### src/rtl/keyboard_renderer_if.sv
// keyboard_renderer_if: key levels in, pixel stream and frame status out
interface keyboard_renderer_if #(parameter int NUM_KEYS = 4);
  logic [NUM_KEYS-1:0] i_keys;
  logic [2:0]          o_colour;
  logic [7:0]          o_x;
  logic [6:0]          o_y;
  logic                o_plot;
  logic                o_busy;
  logic                o_frame_done;
  modport master (input i_keys, output o_colour, o_x, o_y, o_plot, o_busy, o_frame_done);
  modport slave (output i_keys, input o_colour, o_x, o_y, o_plot, o_busy, o_frame_done);
endinterface

### src/rtl/keyboard_renderer.sv
// keyboard_renderer: rasterises a row of on-screen keys, redrawing when the held keys change
module keyboard_renderer #(
  parameter int          NUM_KEYS     = 4,
  parameter int          SCREEN_W     = 160,
  parameter int          SCREEN_H     = 120,
  parameter logic [2:0]  PRESS_COLOUR = 3'b100,
  parameter logic [2:0]  IDLE_COLOUR  = 3'b111
) (
  input logic                  i_clk,
  input logic                  i_rst_n,
  keyboard_renderer_if.master  bus
);
  localparam int         KEY_W = SCREEN_W / NUM_KEYS;
  localparam logic [7:0] XM    = 8'(SCREEN_W - 1);
  localparam logic [6:0] YM    = 7'(SCREEN_H - 1);
  localparam logic [7:0] CM    = 8'(KEY_W - 1);
  localparam logic [4:0] KN    = 5'(NUM_KEYS);
  localparam logic [4:0] KL    = 5'(NUM_KEYS - 1);
  typedef enum logic {IDLE, DRAW} state_t;
  state_t              r_state, w_state_next;
  logic [NUM_KEYS-1:0] r_kl, w_kl;
  logic [7:0]          r_x, w_nx, r_col, w_ncol;
  logic [6:0]          r_y, w_ny;
  logic [4:0]          r_k, w_nk;
  logic [2:0]          r_colour, w_colour;
  logic                r_plot, r_fd;
  logic                w_start, w_last, w_emit, w_hit;
  logic [31:0]         w_pad;
  // DRAW with plot low only occurs straight after reset and means "start a frame now"
  always_comb begin
    w_start      = (r_state == IDLE) ? (bus.i_keys != r_kl) : !r_plot;
    w_last       = r_state == DRAW && r_plot && r_x == XM && r_y == YM;
    w_emit       = w_start || (r_state == DRAW && r_plot && !w_last);
    w_state_next = w_start ? DRAW : w_last ? IDLE : r_state;
    w_kl         = w_start ? bus.i_keys : r_kl;
    w_nx         = (w_start || r_x == XM) ? 8'd0 : r_x + 8'd1;
    w_ny         = w_start ? 7'd0 : (r_x != XM) ? r_y : (r_y == YM) ? 7'd0 : r_y + 7'd1;
    w_ncol       = (w_start || r_x == XM || r_col == CM) ? 8'd0 : r_col + 8'd1;
    w_nk         = (w_start || r_x == XM) ? 5'd0 : (r_col == CM) ? r_k + 5'd1 : r_k;
    w_pad        = 32'(w_kl);
    w_hit        = w_pad[w_nk];
    w_colour     = (w_nk >= KN || (w_ncol == CM && w_nk < KL)) ? 3'b000 : w_hit ? PRESS_COLOUR : IDLE_COLOUR;
  end
  // state register; reset leaves the FSM pending a fresh frame
  always_ff @(posedge i_clk or negedge i_rst_n) begin
    if (!i_rst_n) r_state <= DRAW;
    else          r_state <= w_state_next;
  end
  // pixel pipeline: counters and outputs advance only when a pixel is emitted
  always_ff @(posedge i_clk or negedge i_rst_n) begin
    if (!i_rst_n) begin
      r_x      <= '0;
      r_y      <= '0;
      r_col    <= '0;
      r_k      <= '0;
      r_kl     <= '0;
      r_colour <= '0;
      r_plot   <= 1'b0;
      r_fd     <= 1'b0;
    end else begin
      r_plot <= w_emit;
      r_fd   <= w_emit && w_nx == XM && w_ny == YM;
      if (w_emit) begin
        r_x      <= w_nx;
        r_y      <= w_ny;
        r_col    <= w_ncol;
        r_k      <= w_nk;
        r_colour <= w_colour;
      end
      if (w_start) r_kl <= bus.i_keys;
    end
  end
  assign bus.o_x          = r_x;
  assign bus.o_y          = r_y;
  assign bus.o_colour     = r_colour;
  assign bus.o_plot       = r_plot;
  assign bus.o_busy       = r_plot;
  assign bus.o_frame_done = r_fd;
endmodule

### src/flat_wrapper.sv
// flat-port wrapper written by rule: the top's interface ports become plain ports
module keyboard_renderer_flat 
#(
  parameter int          NUM_KEYS     = 4,
  parameter int          SCREEN_W     = 160,
  parameter int          SCREEN_H     = 120,
  parameter logic [2:0]  PRESS_COLOUR = 3'b100,
  parameter logic [2:0]  IDLE_COLOUR  = 3'b111
)
  (i_clk, i_rst_n, bus_i_keys, bus_o_colour, bus_o_x, bus_o_y, bus_o_plot, bus_o_busy, bus_o_frame_done);
  keyboard_renderer_if #(.NUM_KEYS(NUM_KEYS)) bus_i ();
  input logic i_clk;
  input logic i_rst_n;
  input wire logic [$bits(bus_i.i_keys)-1:0] bus_i_keys;
  output wire logic [$bits(bus_i.o_colour)-1:0] bus_o_colour;
  output wire logic [$bits(bus_i.o_x)-1:0] bus_o_x;
  output wire logic [$bits(bus_i.o_y)-1:0] bus_o_y;
  output wire logic [$bits(bus_i.o_plot)-1:0] bus_o_plot;
  output wire logic [$bits(bus_i.o_busy)-1:0] bus_o_busy;
  output wire logic [$bits(bus_i.o_frame_done)-1:0] bus_o_frame_done;
  assign bus_i.i_keys = bus_i_keys;
  assign bus_o_colour = bus_i.o_colour;
  assign bus_o_x = bus_i.o_x;
  assign bus_o_y = bus_i.o_y;
  assign bus_o_plot = bus_i.o_plot;
  assign bus_o_busy = bus_i.o_busy;
  assign bus_o_frame_done = bus_i.o_frame_done;
  keyboard_renderer #(.NUM_KEYS(NUM_KEYS), .SCREEN_W(SCREEN_W), .SCREEN_H(SCREEN_H), .PRESS_COLOUR(PRESS_COLOUR), .IDLE_COLOUR(IDLE_COLOUR)) u_core (.i_clk(i_clk), .i_rst_n(i_rst_n), .bus(bus_i));
endmodule
### config.mk
export PLATFORM = sky130hd
export DESIGN_NAME = keyboard_renderer_flat
export DESIGN_NICKNAME = d
export VERILOG_FILES = /design/src/rtl/keyboard_renderer_if.sv /design/src/rtl/keyboard_renderer.sv /design/src/flat_wrapper.sv
export SDC_FILE = /design/constraint.sdc
export NUM_CORES = 1
export LEC_CHECK = 0
export ABC_AREA = 1
export CAP_MARGIN = 20
export CORE_MARGIN = 2
export CORE_UTILIZATION = 45
export CTS_CLUSTER_SIZE = 8
export DETAILED_ROUTE_END_ITERATION = 12
export GPL_ROUTABILITY_DRIVEN = 0
export MAX_ROUTING_LAYER = met4
export PLACE_DENSITY = 0.65
export SYNTH_ARGS = -nofsm -noshare
export SYNTH_HDL_FRONTEND = slang
export SYNTH_SLANG_ARGS = --single-unit
### constraint.sdc
create_clock -name i_clk -period 1.62 [get_ports i_clk]
set_input_delay 0.324 -clock i_clk [delete_from_list [all_inputs] [get_ports i_clk]]
set_output_delay 0.324 -clock i_clk [all_outputs]
set_load 0.05 [all_outputs]
### After elaboration in Yosys (flattened, before gate mapping)

Index checks and enable logic that the tools add are counted.

* order comparisons: 3
* eq/ne operators: 8
* reduce and logical (&&, ||, !) cells: 14
* multiplexer cells: 15
* add/subtract/negate cells: 4

Operators with widths (count)
* two-way mux 7 bit: 3
* adder 8 x 1 -> 8 bit (second input constant): 2
* equality test 8 x 6 -> 1 bit (second input constant): 2
* equality test 8 bit (second input constant): 2
* two-way mux 8 bit: 2
* equality test 7 bit (second input constant): 2
* two-way mux 5 bit: 2
* inequality test 8 bit (second input constant): 1
* adder 7 x 1 -> 7 bit (second input constant): 1
* logical AND 1 bit: 7
* less-than comparator 5 x 6 -> 1 bit (second input constant): 1
* adder 5 x 1 -> 5 bit (second input constant): 1
* binary-select mux 1 bit (select 5 bit): 1
* greater-or-equal comparator 5 x 3 -> 1 bit (second input constant): 1
* less-than comparator 5 x 2 -> 1 bit (second input constant): 1
* logical OR 1 bit: 4
* two-way mux 1 bit: 4
* two-way mux 4 bit: 1
* inequality test 4 bit: 1
* two-way mux 3 bit: 1
* logical NOT 1 bit: 2
* two-way mux 2 bit: 1
* nonzero test 2 bit: 1

* logic and storage cells: 53
* bits of input ports: 6
* register bits after elaboration: 38

### Longest topological paths before layout

Gate-level depths: netlist of run 1.

* depth in word-level cells: 9
* gate-level depth with buffers: 14

### Worst setup path before layout of run 1

No wires, ideal clock.

* path kind: reg-to-reg
* start: reg u_core.r_x[0], in the netlist u_core.bus.o_x[0]
* end: reg u_core.r_x[5], in the netlist u_core.bus.o_x[5]
* required time: 1.525 ns
* setup time: 0.095 ns
* arrival: 1.973 ns
* buffers on the path: 2
* setup slack: -0.449 ns
* clock period less this slack: 2.069 ns
* stages on the path, launching flop included: 14
* path through: dfrtp_1 ha_1 nand3_2 nor2_4 nand2_4 inv_4 nand2_4 nand2_4 nand2_4 inv_2 buf_6 buf_6 nand2_1 o31ai_1

* word-level cells in the longest chain between the ends: 6
* elaborated cells between the ends (all ways): 9

RTL lines
* start, declared: RTL line keyboard_renderer.sv:22 `logic [7:0] r_x, w_nx, r_col, w_ncol;`
* start signal, assigned: RTL line keyboard_renderer.sv:64 `r_x <= w_nx;`
* parallel branches: the longest is 6 deep, another holds adder 8 x 1 -> 8 bit

Several ways; the timed one is not identified.
A chain may end at the register's enable or synchronous reset.

### Worst setup path after layout of run 1

* start: reg u_core.r_col[0]
* end: reg u_core.r_colour[2], in the netlist u_core.bus.o_colour[2]

* word-level cells in the longest chain between the ends: 7
* elaborated cells between the ends (all ways): 12

RTL lines
* start, declared: RTL line keyboard_renderer.sv:22
* start signal, assigned: RTL line keyboard_renderer.sv:66 `r_col <= w_ncol;`
* parallel branches: the longest is 5 deep, another holds adder 8 x 1 -> 8 bit
* logical OR 1 bit (*): RTL line keyboard_renderer.sv:42 `w_colour = (w_nk >= KN || (w_ncol == CM && w_nk < KL)) ? 3'b000 : w_hit ? PRESS_COLOUR : IDLE_COLOUR;`
* two-way mux 3 bit (*): RTL line keyboard_renderer.sv:42
* end signal, assigned: RTL line keyboard_renderer.sv:68 `r_colour <= w_colour;`
* end, declared: RTL line keyboard_renderer.sv:25 `logic [2:0] r_colour, w_colour;`

Every way passes the cells marked *.

==> results of run 1 <==
-- cells in the final DEF (no fill, tap or decap), types with 3 or more instances in the layout --
cell / netlist / layout
clkbuf_16: 0 / 3
dfrtp_2: 0 / 9
nor2_4: 2 / 4
inv_2: 5 / 4
dfrtp_1: 36 / 27
buf_4: 3 / 69
clkbuf_8: 0 / 6
o21ai_1: 4 / 13
nor2_1: 23 / 16
inv_1: 40 / 39
buf_12: 0 / 17
nand2_1: 97 / 79
buf_8: 0 / 3
nand3_1: 36 / 26
o21ai_0: 18 / 3
nand2_8: 0 / 3
buf_6: 3 / 8
xor2_1: 10 / 8
nor2_2: 2 / 7
nand3_2: 1 / 10
o21ai_2: 2 / 8
nand2_4: 4 / 13
nand2_2: 4 / 10
nand4_1: 7 / 7
-- cell type report --
class / count / area, µm² / area share
multi-input cells: 231 / 1480 / 0.377
repair buffers: 106 / 1120 / 0.285
flip-flops and latches: 37 / 938 / 0.238
inverters: 46 / 191 / 0.0486
well taps: 70 / 87.6 / 0.0222
clock buffers: 7 / 86.3 / 0.0219
clock inverters: 1 / 30.0 / 0.00762
-- per-stage QoR --
step | hold slack [ns] | utilization
3_3_place_gp | 0.311 | 0.643
2_1_floorplan | 0.0284 | -
4_1_cts | 0.453 | 0.691
3_5_place_dp | 0.312 | 0.643
6_report | 0.383 | 0.777
5_1_grt | 0.408 | 0.777
-- cells by family after synthesis --
kind of cell    after synthesis  share of synthesized area
fa+ha+maj                     4                     0.0213
flops                        37                      0.395
xor+xnor                     11                     0.0411
simple gates                182                      0.351
buf+inv                      55                      0.105
mux                           2                    0.00854
compound gates               32                     0.0774
-- worst max path at each step --
stage	startpoint	endpoint	slack, ns	cells after the start
6_report	u_core.r_col[0]	u_core.bus.o_colour[2]	-0.28	11
5_1_grt	u_core.r_col[0]	u_core.bus.o_colour[2]	-0.38	12
4_1_cts	u_core.r_col[1]	u_core.bus.o_colour[1]	-0.13	14
3_5_place_dp	bus_i_keys[3]	u_core.bus.o_colour[1]	-0.51	14
3_3_place_gp	bus_i_keys[1]	u_core.bus.o_colour[1]	-0.45	14
2_1_floorplan	u_core.bus.o_x[0]	u_core.bus.o_x[5]	-0.19	13
-- metal layers --
metal  vias up  share of wire  wire length (µm)  GRT usage
li1       1243              -                 -          -
met1      1261           0.42              3200      0.298
met5         -              0                 0          -
met3        22          0.047               360     0.0498
met2        76           0.51              3900      0.381
met4         0          0.027               204     0.0764
-- registers in the layout (all words and copies together) (netlist names) --
register	flops
u_core.r_state	1
u_core.bus.o_busy	1
u_core.bus.o_x	8
u_core.bus.o_colour	2
u_core.r_kl	4
u_core.r_col	8
u_core.bus.o_y	7
u_core.bus.o_frame_done	1
u_core.r_k	5
-- cell usage after synthesis --
cell type  number
a21oi_1         1
buf_2           3
buf_4           3
buf_6           3
dfrtp_1        36
dfstp_2         1
ha_1            4
inv_1          40
inv_2           5
inv_4           1
mux2i_1         2
nand2_1        97
nand2_2         4
nand2_4         4
nand3_1        36
nand3_2         1
nand3b_1        1
nand4_1         7
nor2_1         23
nor2_2          2
nor2_4          2
nor3_1          4
o21a_1          1
o21ai_0        18
o21ai_1         4
o21ai_2         2
o21bai_1        1
o22ai_1         3
o31ai_1         2
or2_2           1
xnor2_1         1
xor2_1         10
-- repair_timing --
action,CTS,global route
hold buffers,1,0
endpoints found under the setup margin,18,31
hold endpoints to repair,18,0
cloned,0,4
buffers inserted,5,9
pin swaps,16,31
gates resized for setup,29,76
-- report_power, final --
| part | total, W | internal, W | switching, W |
|---|---|---|---|
| clock | 0.000872 | 0.000502 | 0.000369 |
| combinational | 0.0000454 | 0.0000176 | 0.0000279 |
| sequential | 0.000923 | 0.000923 | 0 |
| total | 0.00184 | 0.00144 | 0.000397 |
-- critical path: cells and delay by family (launching register included) --
family	cells	cell delay, ns
simple gates	7	0.84
flops	1	0.39
buf+inv	2	0.29
fa+ha+maj	1	0.21
compound gates	1	0.06
==> metrics.md, run 1 <==
| Metric | Value |
|---|---|
| Nets | 437 |
| Hold path depth | 3 |
| Hold Startpoint | bus_i_keys[1] |
| Post-Route WL | 7670 µm |
| Placed inst area | 3260 µm² |
| Fraction of layout cells with a size suffix above 1 | 0.446 |
| Tcrit/Tclk final | 1.17 |
| Starting Density | 0.462 |
| GRT Total Usage | 0.236 |
| Syn nets | 333 |
| FF-to-FF setup slack | -0.28 ns |
| First-pass GRT wire length | 10800 µm |
| Placement Rows | 26 |
| Worst Skew | 0.0103 ns |
| Area Growth Syn to Fin | 68.1% |
| CORE AREA | 5070 µm² |
| Die H | ~76 µm |
| Clk_lat worst skew | 0.31 ns |
| Total power | 0.00184 W |
| Largest net degree at the start of global routing | 20 |
| Die Width | 76.2 µm |
| Distinct cells, synth | 32 |
| Status | finished, violations left |
| Fillers | 356 |
| Synthesized cell area | between 2000 and 2500 µm² |
| Setup ws final | -0.277 ns |
| Max Root-Sink Buffers | 2 |
| Worst Setup End Kind | flop |
| Hold Vio Cnt, Final | 0 |
| DR pass1 iterations | 4 |
| I/O Buffers | 26 |
| Area share of the largest cell type after synthesis | 0.384 |
| Achievable clock frequency | roughly 530 MHz |
| Worst slew pin tran | 0.514 ns |
| Worst path max stage delay | 0.39 ns |
| Critical path type | flop to flop |
| Depth of the CTS H-tree | 2 |
| Req. time, crit path | 1.82 ns |
| Cells after Synth | 323 |
| Violated checks | setup timing |
| CTS tree | yes |
| #FFs+latches synth | 37 |
| CP arrival | roughly 2.1 ns |
| CTS Root Cell | clkbuf_8 |
| Worst path slowest cell | dfrtp_1 |
| TNS Setup | -3.43 ns |
| Detailed Route Iter0 Violations | 212 |
| Yosys warnings | 0 |
| P_leak | 2.01 nW |
| Max_slew headroom | 0.657 |
| Worst r2r src | u_core.r_col[0] |
| Average wire per standard cell | between 15 and 20 µm |
| Worst reg2reg endpoint | u_core.bus.o_colour[2] |
| Minimum clock period | 1.90 ns |
| CTS Sinks | 37 |
| Initial antenna violation count | 0 |
| Fin cells | ~500 |
| Critical-path cell list | ha_2, buf_4, nand4_1, nand2_1, nor2_1, nand2_1, nor2_1, nand2_1, nor2_2, buf_4, o21ai_1 |
| # IOs | 27 |
| Post-route ant nets | 0 |
| Seq/Total Area, Yosys | 0.395 |
| DP HPWL | 4460 µm |
| Final setup vio count | 30 |
| Max_cap viols | 0 |
| Via Count | 2602 |
| Peak supply drop | 0.403 mV |
| Max Slew Vio Count | 0 |
| Via/cell ratio | 5.22 |
| Unrepaired setup endpoints after global routing | yes |
| Total grt overflow | 0 |
| Synthesized area per cell | 7.26 µm² |
| Largest cells by area after synthesis | dfrtp_1, nand2_1, nand3_1, inv_1, o21ai_0 |
| Min-delay worst type | input pin to flop |
| Residual DRC | 0 |
| Reg2Reg Depth | 11 |
| Diode count | 0 |
| Vias in the first global route | 2417 |
| Placed cell count | 472 |
| Final Instance Area | 3940 µm² |
| Dpl ws | -0.511 ns |
| Die area | 5800 µm² |
| CTS clk-pin slew, worst paths | approximately 0.080 ns |
| Endpoint, Worst Hold | u_core.r_kl[1] |
| PwrDens | between 400 and 500 nW/µm² |
| Most frequent CP cell | nand2_1 |
| Yosys top cell by area | dfrtp_1 |
| Max Fanout on Critical Path | 3 |
| Number of buffers created by CTS | 5 |
| CP Launch Type | flop |
(Power assumes the default switching activity.)
==> inputs of run 2 (changes only) <==
Settings changed: CAP_MARGIN 20 to 25.
==> results of run 2 <==
Same layout as run 1: the final DEF is identical, and so are final timing and power.
